$ cat src/rtl/sh7034_pkg.sv
// Shared SH7034 package: SCI sync-peer defaults and status bundle.
package sh7034_pkg;

  localparam logic [7:0] SCI_PEER_FILL_DEF = 8'hFF;

  typedef struct packed {
    logic rx_ovr;
    logic rx_empty;
    logic tx_full;
  } sci_peer_status_t;

endpackage

$ cat src/rtl/sh7034_sci_peer_fifo.sv
// Byte-wide synchronous show-ahead FIFO used for the sync peer's RX and TX paths.
module sh7034_sci_peer_fifo #(
  parameter int unsigned DEPTH_LOG2 = 2
) (
  input  logic       clk,
  input  logic       rst,
  input  logic       ce,
  input  logic       push,
  input  logic       pop,
  input  logic [7:0] data,
  output logic       full,
  output logic       empty,
  output logic [7:0] head
);

  localparam int unsigned DEPTH = 1 << DEPTH_LOG2;

  logic [7:0]            mem [DEPTH];
  logic [DEPTH_LOG2-1:0] wr_ptr;
  logic [DEPTH_LOG2-1:0] rd_ptr;
  logic [DEPTH_LOG2:0]   count;
  logic [DEPTH_LOG2:0]   count_nxt;
  logic                  do_push;
  logic                  do_pop;

  // A push into a full FIFO is accepted only when a pop frees the slot in the same cycle.
  always_comb begin
    do_pop    = ce & pop & ~empty;
    do_push   = ce & push & (~full | do_pop);
    count_nxt = count;
    if (do_push && !do_pop)
      count_nxt = count + 1'b1;
    else if (do_pop && !do_push)
      count_nxt = count - 1'b1;
  end

  always_ff @(posedge clk) begin
    if (rst) begin
      wr_ptr <= '0;
      rd_ptr <= '0;
      count  <= '0;
      full   <= 1'b0;
      empty  <= 1'b1;
      for (int unsigned i = 0; i < DEPTH; i++)
        mem[i] <= '0;
    end else begin
      if (do_push) begin
        mem[wr_ptr] <= data;
        wr_ptr      <= wr_ptr + 1'b1;
      end
      if (do_pop)
        rd_ptr <= rd_ptr + 1'b1;
      count <= count_nxt;
      full  <= count_nxt[DEPTH_LOG2];
      empty <= (count_nxt == '0);
    end
  end

  assign head = mem[rd_ptr];

endmodule

$ cat src/rtl/sh7034_sci_sync_peer.sv
// Clocked-synchronous far-end peer for the SH7034 SCI (SCKO/TXD in, RXD out).
// Optional loopback of received bytes into the TX FIFO: define SCI_PEER_LOOPBACK_EN.
module sh7034_sci_sync_peer
  import sh7034_pkg::*;
#(
  parameter int unsigned DEPTH_LOG2 = 2,
  parameter logic [7:0]  FILL       = SCI_PEER_FILL_DEF
) (
  input  logic       CLK,
  input  logic       RST,
  input  logic       CE,
`ifdef SCI_PEER_LOOPBACK_EN
  input  logic       LOOP,
`endif
  input  logic       SCK,
  input  logic       SDI,
  output logic       SDO,
  input  logic       SYNC,
  input  logic [7:0] TX_DATA,
  input  logic       TX_WR,
  output logic       TX_FULL,
  output logic [7:0] RX_DATA,
  input  logic       RX_RD,
  output logic       RX_EMPTY,
  output logic       RX_OVR,
  input  logic       RX_OVR_CLR,
  output logic       BYTE_DONE
);

  logic [2:0] sck_sync;
  logic [2:0] sdi_sync;
  logic [7:0] rsr;
  logic [7:0] tsr;
  logic [2:0] bit_cnt;
  logic       sdo_r;
  logic       byte_pend;
  logic       edge_seen;
  logic       tsr_is_fill;
  logic       byte_done_r;
  logic       rx_ovr_r;

  logic       rise;
  logic       fall;
  logic       rx_push;
  logic       rx_full;
  logic       rx_empty;
  logic       overrun;
  logic       idle_load;
  logic       tx_push;
  logic [7:0] tx_data;
  logic       tx_pop;
  logic       tx_full;
  logic       tx_empty;
  logic [7:0] tx_head;
  logic [7:0] next_byte;

  sci_peer_status_t status;

  always_comb begin
    rise      = sck_sync[1] & ~sck_sync[2];
    fall      = ~sck_sync[1] & sck_sync[2];
    rx_push   = byte_pend & ~SYNC;
    overrun   = rx_push & rx_full & ~(RX_RD & ~rx_empty);
    // Replace an idle FILL with real data only before the first edge of the next byte.
    idle_load = ~byte_pend & ~SYNC & ~rise & ~fall & (bit_cnt == 3'd0) &
                ~edge_seen & tsr_is_fill & ~tx_empty;
    tx_pop    = rx_push | idle_load;
    next_byte = tx_empty ? FILL : tx_head;
    tx_push   = TX_WR;
    tx_data   = TX_DATA;
`ifdef SCI_PEER_LOOPBACK_EN
    if (LOOP && rx_push) begin
      tx_push = 1'b1;
      tx_data = rsr;
    end
`endif
  end

  always_ff @(posedge CLK) begin
    if (RST) begin
      sck_sync    <= '1;
      sdi_sync    <= '1;
      rsr         <= '0;
      tsr         <= FILL;
      bit_cnt     <= '0;
      sdo_r       <= 1'b1;
      byte_pend   <= 1'b0;
      edge_seen   <= 1'b0;
      tsr_is_fill <= 1'b1;
      byte_done_r <= 1'b0;
      rx_ovr_r    <= 1'b0;
    end else if (CE) begin
      sck_sync    <= {sck_sync[1:0], SCK};
      sdi_sync    <= {sdi_sync[1:0], SDI};
      byte_done_r <= rx_push;
      rx_ovr_r    <= overrun | (rx_ovr_r & ~RX_OVR_CLR);
      if (SYNC) begin
        rsr         <= '0;
        tsr         <= FILL;
        bit_cnt     <= '0;
        sdo_r       <= 1'b1;
        byte_pend   <= 1'b0;
        edge_seen   <= 1'b0;
        tsr_is_fill <= 1'b1;
      end else if (byte_pend) begin
        byte_pend   <= 1'b0;
        edge_seen   <= 1'b0;
        tsr         <= next_byte;
        sdo_r       <= next_byte[0];
        tsr_is_fill <= tx_empty;
      end else if (rise) begin
        rsr       <= {sdi_sync[2], rsr[7:1]};
        bit_cnt   <= bit_cnt + 1'b1;
        byte_pend <= (bit_cnt == 3'd7);
        edge_seen <= 1'b1;
      end else if (fall) begin
        edge_seen <= 1'b1;
        // Bit 0 is already on the line from the boundary load; later falls advance.
        if (bit_cnt != 3'd0) begin
          tsr   <= {1'b0, tsr[7:1]};
          sdo_r <= tsr[1];
        end
      end else if (idle_load) begin
        tsr         <= tx_head;
        sdo_r       <= tx_head[0];
        tsr_is_fill <= 1'b0;
      end
    end
  end

  sh7034_sci_peer_fifo #(.DEPTH_LOG2(DEPTH_LOG2)) u_rx_fifo (
    .clk   (CLK),
    .rst   (RST),
    .ce    (CE),
    .push  (rx_push),
    .pop   (RX_RD),
    .data  (rsr),
    .full  (rx_full),
    .empty (rx_empty),
    .head  (RX_DATA)
  );

  sh7034_sci_peer_fifo #(.DEPTH_LOG2(DEPTH_LOG2)) u_tx_fifo (
    .clk   (CLK),
    .rst   (RST),
    .ce    (CE),
    .push  (tx_push),
    .pop   (tx_pop),
    .data  (tx_data),
    .full  (tx_full),
    .empty (tx_empty),
    .head  (tx_head)
  );

  assign status    = '{rx_ovr: rx_ovr_r, rx_empty: rx_empty, tx_full: tx_full};
  assign RX_OVR    = status.rx_ovr;
  assign RX_EMPTY  = status.rx_empty;
  assign TX_FULL   = status.tx_full;
  assign SDO       = sdo_r;
  assign BYTE_DONE = byte_done_r;

endmodule
$ cat config.mk
export PLATFORM = sky130hd
export DESIGN_NAME = sh7034_sci_sync_peer
export DESIGN_NICKNAME = d
export VERILOG_FILES = /design/src/rtl/sh7034_pkg.sv /design/src/rtl/sh7034_sci_peer_fifo.sv /design/src/rtl/sh7034_sci_sync_peer.sv
export SDC_FILE = /design/constraint.sdc
export NUM_CORES = 1
export LEC_CHECK = 0
export CAP_MARGIN = 0
export CORE_MARGIN = 5
export CORE_UTILIZATION = 54
export CTS_CLUSTER_DIAMETER = 60
export DETAILED_ROUTE_END_ITERATION = 6
export GPL_TIMING_DRIVEN = 0
export PLACE_DENSITY = 0.76
export SLEW_MARGIN = 20
export SYNTH_ARGS = -nofsm -noshare
export SYNTH_HDL_FRONTEND = slang
export SYNTH_HIERARCHICAL = 1
export SYNTH_SLANG_ARGS = --single-unit
export TNS_END_PERCENT = 1
$ cat constraint.sdc
create_clock -name CLK -period 3 [get_ports CLK]
set_clock_uncertainty 0.1 [all_clocks]
set_input_delay 0.3 -clock CLK [delete_from_list [all_inputs] [get_ports CLK]]
set_output_delay 0.3 -clock CLK [all_outputs]
set_load 0.01 [all_outputs]
==> reports/summary.log <==
INFO  worst_setup_path critical_path_max_stage_delay=0.35ns
INFO  job            max-cap-violations=0
INFO  timing         report.final.hold_viol_count=0
INFO  cts            tritoncts=yes
INFO  cts            tritoncts.num_buffers=17
INFO  placement      placed_cells=590
INFO  outcome        outcome=complete, no violations
INFO  synthesis      yosysUniqueCellTypes=54
INFO  die            rows=36
INFO  cts            clk_root_buffer_cell=sky130_fd_sc_hd__clkbuf_8
INFO  timing         grt_setup_unrepaired=no
INFO  cells_and_area multiInputGateArea=0.00220sqmm
INFO  worst_setup_path critPathMostFrequentCell=sky130_fd_sc_hd__a21oi_4
INFO  grt            maximum_number_of_pins_on_one_net_before_global_route_repair=17
INFO  grt            number_of_antenna_violations_at_the_first_check_in_global_routing=0
INFO  grt            remaining_global_route_overflow=0
INFO  die            die_h=109microns
INFO  drt            finalWirelength=10.4mm
INFO  worst_setup_path worstSetupStartpointType=flip-flop
INFO  min_path       hold_path.class=primary input to flip-flop
INFO  cells_and_area commonest_cells_after_routing_fill_and_taps_aside=64 x sky130_fd_sc_hd__edfxtp_1, 50 x sky130_fd_sc_hd__dfxtp_1, 45 x sky130_fd_sc_hd__nor2_1, 33 x sky130_fd_sc_hd__and2_1, 29 x sky130_fd_sc_hd__clkdlybuf4s50_1
INFO  cells_and_area mostFrequentLayoutCell=sky130_fd_sc_hd__edfxtp_1
INFO  power          leakage_power_summed_over_all_cells=2.43nW
INFO  power          ir_drop=0.000367V
INFO  die            effective_utilization_at_floorplan=0.548
INFO  cells_and_area nets=503
INFO  drt            detail_route.vias_per_cell=5.48
INFO  cells_and_area fill_cells=749
INFO  synthesis      syn-instance-count=428
INFO  synthesis      synth_nets=454
INFO  worst_setup_path endpoint_kind=flip-flop
INFO  synthesis      seq_area_frac_synth=0.553
INFO  cells_and_area final-instance-count-excl-fill=623
INFO  drt            routed_vias=3413
INFO  synthesis      avg_cell_area_syn=12.3squm
INFO  timing         layout_worst_path_cycle_share=0.944
INFO  timing         max-slew-margin-rel=0.472
INFO  worst_setup_path required=3.11ns
INFO  timing         setup_viol=0
INFO  die            boundaryPins=30
INFO  synthesis      syn-cell-area=0.00528sqmm
INFO  die            die-width=109microns
INFO  cells_and_area layout.area.seq=0.00292sqmm
INFO  cts            insertion_delay=0.51ns
INFO  drt            drt-wirelength-per-cell=16.7microns
INFO  synthesis      synth-warning-count=6
INFO  placement      port-buffer-count=29
INFO  timing         period_needed=2.83ns
INFO  drt            detail-route-antenna-nets=0
INFO  timing         maxSlewViolCount=0
INFO  placement      dp_hpwl=7.18mm
INFO  grt            grt_usage=0.188
INFO  cells_and_area layout-drive-gt1-share=0.190
INFO  drt            drt_iter0_drc=175
INFO  drt            drtPass1Iterations=4
INFO  die            dieArea=0.0119sqmm
INFO  cells_and_area antennaDiodeCount=0
INFO  worst_setup_path path_delay_family=simple AND/OR/NAND/NOR gates
INFO  timing         tightestPinTransition=0.786ns
INFO  placement      routabilityCongestion=0.757
INFO  cells_and_area growth_of_design_area_from_synthesis_to_finish=19.8%
INFO  grt            grt_pass1_wl=16.9mm
INFO  timing         fmaxAchievable=0.353GHz
INFO  synthesis      ys_ff_latch=114
INFO  worst_setup_path worst_ep_arrival_time=2.94ns
INFO  worst_setup_path timing_worst_setup_path_type=flip-flop to flip-flop
INFO  worst_setup_path cp_num_buf_inv=2
INFO  power          p_per_area=614mW/mm^2
INFO  cells_and_area final_core_utilization=0.656
INFO  die            placeableCoreArea=0.00964sqmm
INFO  worst_setup_path worstPathCellList=inv_1 -> ha_1 -> buf_6 -> nor3_4 -> nand4bb_4 -> a21oi_4 -> nand2b_4 -> a21oi_4 -> and2b_4 -> nor3b_4 -> or2_4
INFO  worst_setup_path critical_path.max_fanout=10
INFO  cts            cts_sinks=114
INFO  worst_setup_path cp_slowest_cell=sky130_fd_sc_hd__dfxtp_1
INFO  drt            drcViolationCount=0
INFO  cts            clk_pin_slew=0.06ns
INFO  grt            grt_pass1_vias=3480
INFO  cts            ctsHtreeMaxLevel=4
INFO  cts            cts-root-to-sink-buffers=2
-- routing by layer --
layer / vias to the layer above / track usage / part of all wire
met5: - / 0 / 0
met4: 0 / 0.0676 / 0.013
met3: 11 / 0.0426 / 0.023
met1: 1678 / 0.202 / 0.41
met2: 57 / 0.355 / 0.56
li1: 1667 / - / -
-- final cells by class --
type	instances	share of cell area
Timing Repair Buffer	30	0.0471
Multi-Input combinational cell	276	0.348
Clock inverter	13	0.0216
Inverter	18	0.0107
Clock buffer	19	0.0682
Sequential cell	114	0.462
Tap cell	133	0.0263
Buffer	20	0.0166
-- power by group --
part | switching, mW | internal [mW] | total (mW)
Combinational | 0.126 | 0.113 | 0.239
Sequential | 0.0311 | 1.71 | 1.74
Clock | 0.706 | 1.20 | 1.90
-- synthesized netlist by cell type, drive strengths merged --
library cell | count | area share
or2 | 3 | 0.0036
and3b | 1 | 0.0019
a22oi | 11 | 0.016
a21oi | 14 | 0.018
a221oi | 1 | 0.0050
and2 | 34 | 0.041
nor3b | 4 | 0.0088
o21ai | 7 | 0.0066
mux4 | 16 | 0.068
o211ai | 4 | 0.0057
o2111ai | 1 | 0.0017
nor3 | 3 | 0.0050
or3 | 2 | 0.0026
nand3b | 2 | 0.0043
a21o | 2 | 0.0028
nand2b | 9 | 0.014
clkbuf | 9 | 0.0069
edfxtp | 64 | 0.36
dfxtp | 50 | 0.19
nor2b | 3 | 0.0036
and3 | 35 | 0.045
nor2 | 45 | 0.032
xnor2 | 4 | 0.0066
xor2 | 2 | 0.0033
and2b | 1 | 0.0019
ha | 9 | 0.021
a211oi | 6 | 0.0095
inv | 18 | 0.013
mux2i | 21 | 0.040
a2bb2oi | 6 | 0.010
a41o | 2 | 0.0043
nand2 | 20 | 0.015
a31o | 3 | 0.0050
a2111o | 2 | 0.0043
nand4bb | 1 | 0.0052
o311ai | 2 | 0.0033
buf | 11 | 0.013
-- registers in the layout, indices dropped and copies added (netlist names), named ones only --
register          cells
sdi_sync              3
bit_cnt               3
RX_OVR                1
u_rx_fifo/empty       1
SDO                   1
BYTE_DONE             1
u_rx_fifo/count       2
edge_seen             1
u_tx_fifo/mem        32
u_tx_fifo/rd_ptr      2
u_rx_fifo/wr_ptr      2
u_tx_fifo/wr_ptr      2
u_tx_fifo/empty       1
rsr                   8
byte_pend             1
u_rx_fifo/mem        32
tsr_is_fill           1
u_rx_fifo/rd_ptr      2
u_rx_fifo/full        1
tsr                   7
sck_sync              3
u_tx_fifo/count       2
u_tx_fifo/full        1
-- cells by family after synthesis --
| logic type | count (synthesis) | share of synthesized area |
|---|---|---|
| and+or+nand+nor | 163 | 0.183 |
| DFF | 114 | 0.553 |
| AOI/OAI and AO/OA | 61 | 0.0912 |
| buffers and inverters | 38 | 0.0327 |
| muxes | 37 | 0.108 |
| adders and majority gates | 9 | 0.0213 |
| xor gates and xnor gates | 6 | 0.00995 |
-- worst register-to-register path: stages (launching register included) --
cell and delay, ns:
sky130_fd_sc_hd__dfxtp_1 0.35, sky130_fd_sc_hd__inv_1 0.07, sky130_fd_sc_hd__ha_1 0.20, sky130_fd_sc_hd__buf_6 0.16
sky130_fd_sc_hd__nor3_4 0.20, sky130_fd_sc_hd__nand4bb_4 0.17, sky130_fd_sc_hd__a21oi_4 0.25, sky130_fd_sc_hd__nand2b_4 0.11
sky130_fd_sc_hd__a21oi_4 0.25, sky130_fd_sc_hd__and2b_4 0.23, sky130_fd_sc_hd__nor3b_4 0.23, sky130_fd_sc_hd__or2_4 0.23
-- path summary, 6_finish.rpt --
path / from / end / slack (ns) / cells past startpoint
setup / recovery: sck_sync[1]$_SDFFE_PP1P_ / u_tx_fifo/mem[0][6]$_SDFFCE_PN0P_ / 0.17 / 11
hold / removal: SDI / sdi_sync[0]$_SDFFE_PP1P_ / 0.31 / 3
setup reg to reg: sck_sync[1]$_SDFFE_PP1P_ / u_tx_fifo/mem[0][6]$_SDFFCE_PN0P_ / 0.17 / 11
hold reg to reg: RX_OVR$_SDFFE_PP0P_ / RX_OVR$_SDFFE_PP0P_ / 0.36 / 2
-- timing repair --
| action | CTS | global route |
|---|---|---|
| hold buffers | 0 | 0 |
| resized for setup | 2 | 2 |
| cloned | 0 | 0 |
| endpoints found under the setup margin | 8 | 16 |
| pin swaps | 0 | 0 |
| buffers inserted | 1 | 0 |
-- per-stage QoR --
| step | setup WS, ns | power (mW) | setup TNS, ns | area (sq um) | hold WS [ns] |
|---|---|---|---|---|---|
| 2_1_floorplan | 0.146 | 1.92 | 0 | 5280 | 0.328 |
| 3_3_place_gp | -0.271 | 1.99 | -5.66 | 5740 | 0.352 |
| 3_5_place_dp | -0.346 | 2.01 | -4.39 | 5740 | 0.364 |
| 4_1_cts | 0.0358 | 3.91 | 0 | 6320 | 0.293 |
| 5_1_grt | 0.00388 | 4.01 | 0 | 6330 | 0.306 |
| 6_report | 0.168 | 3.88 | 0 | 6330 | 0.311 |
Note: power is estimated with default switching activity, not from simulation.
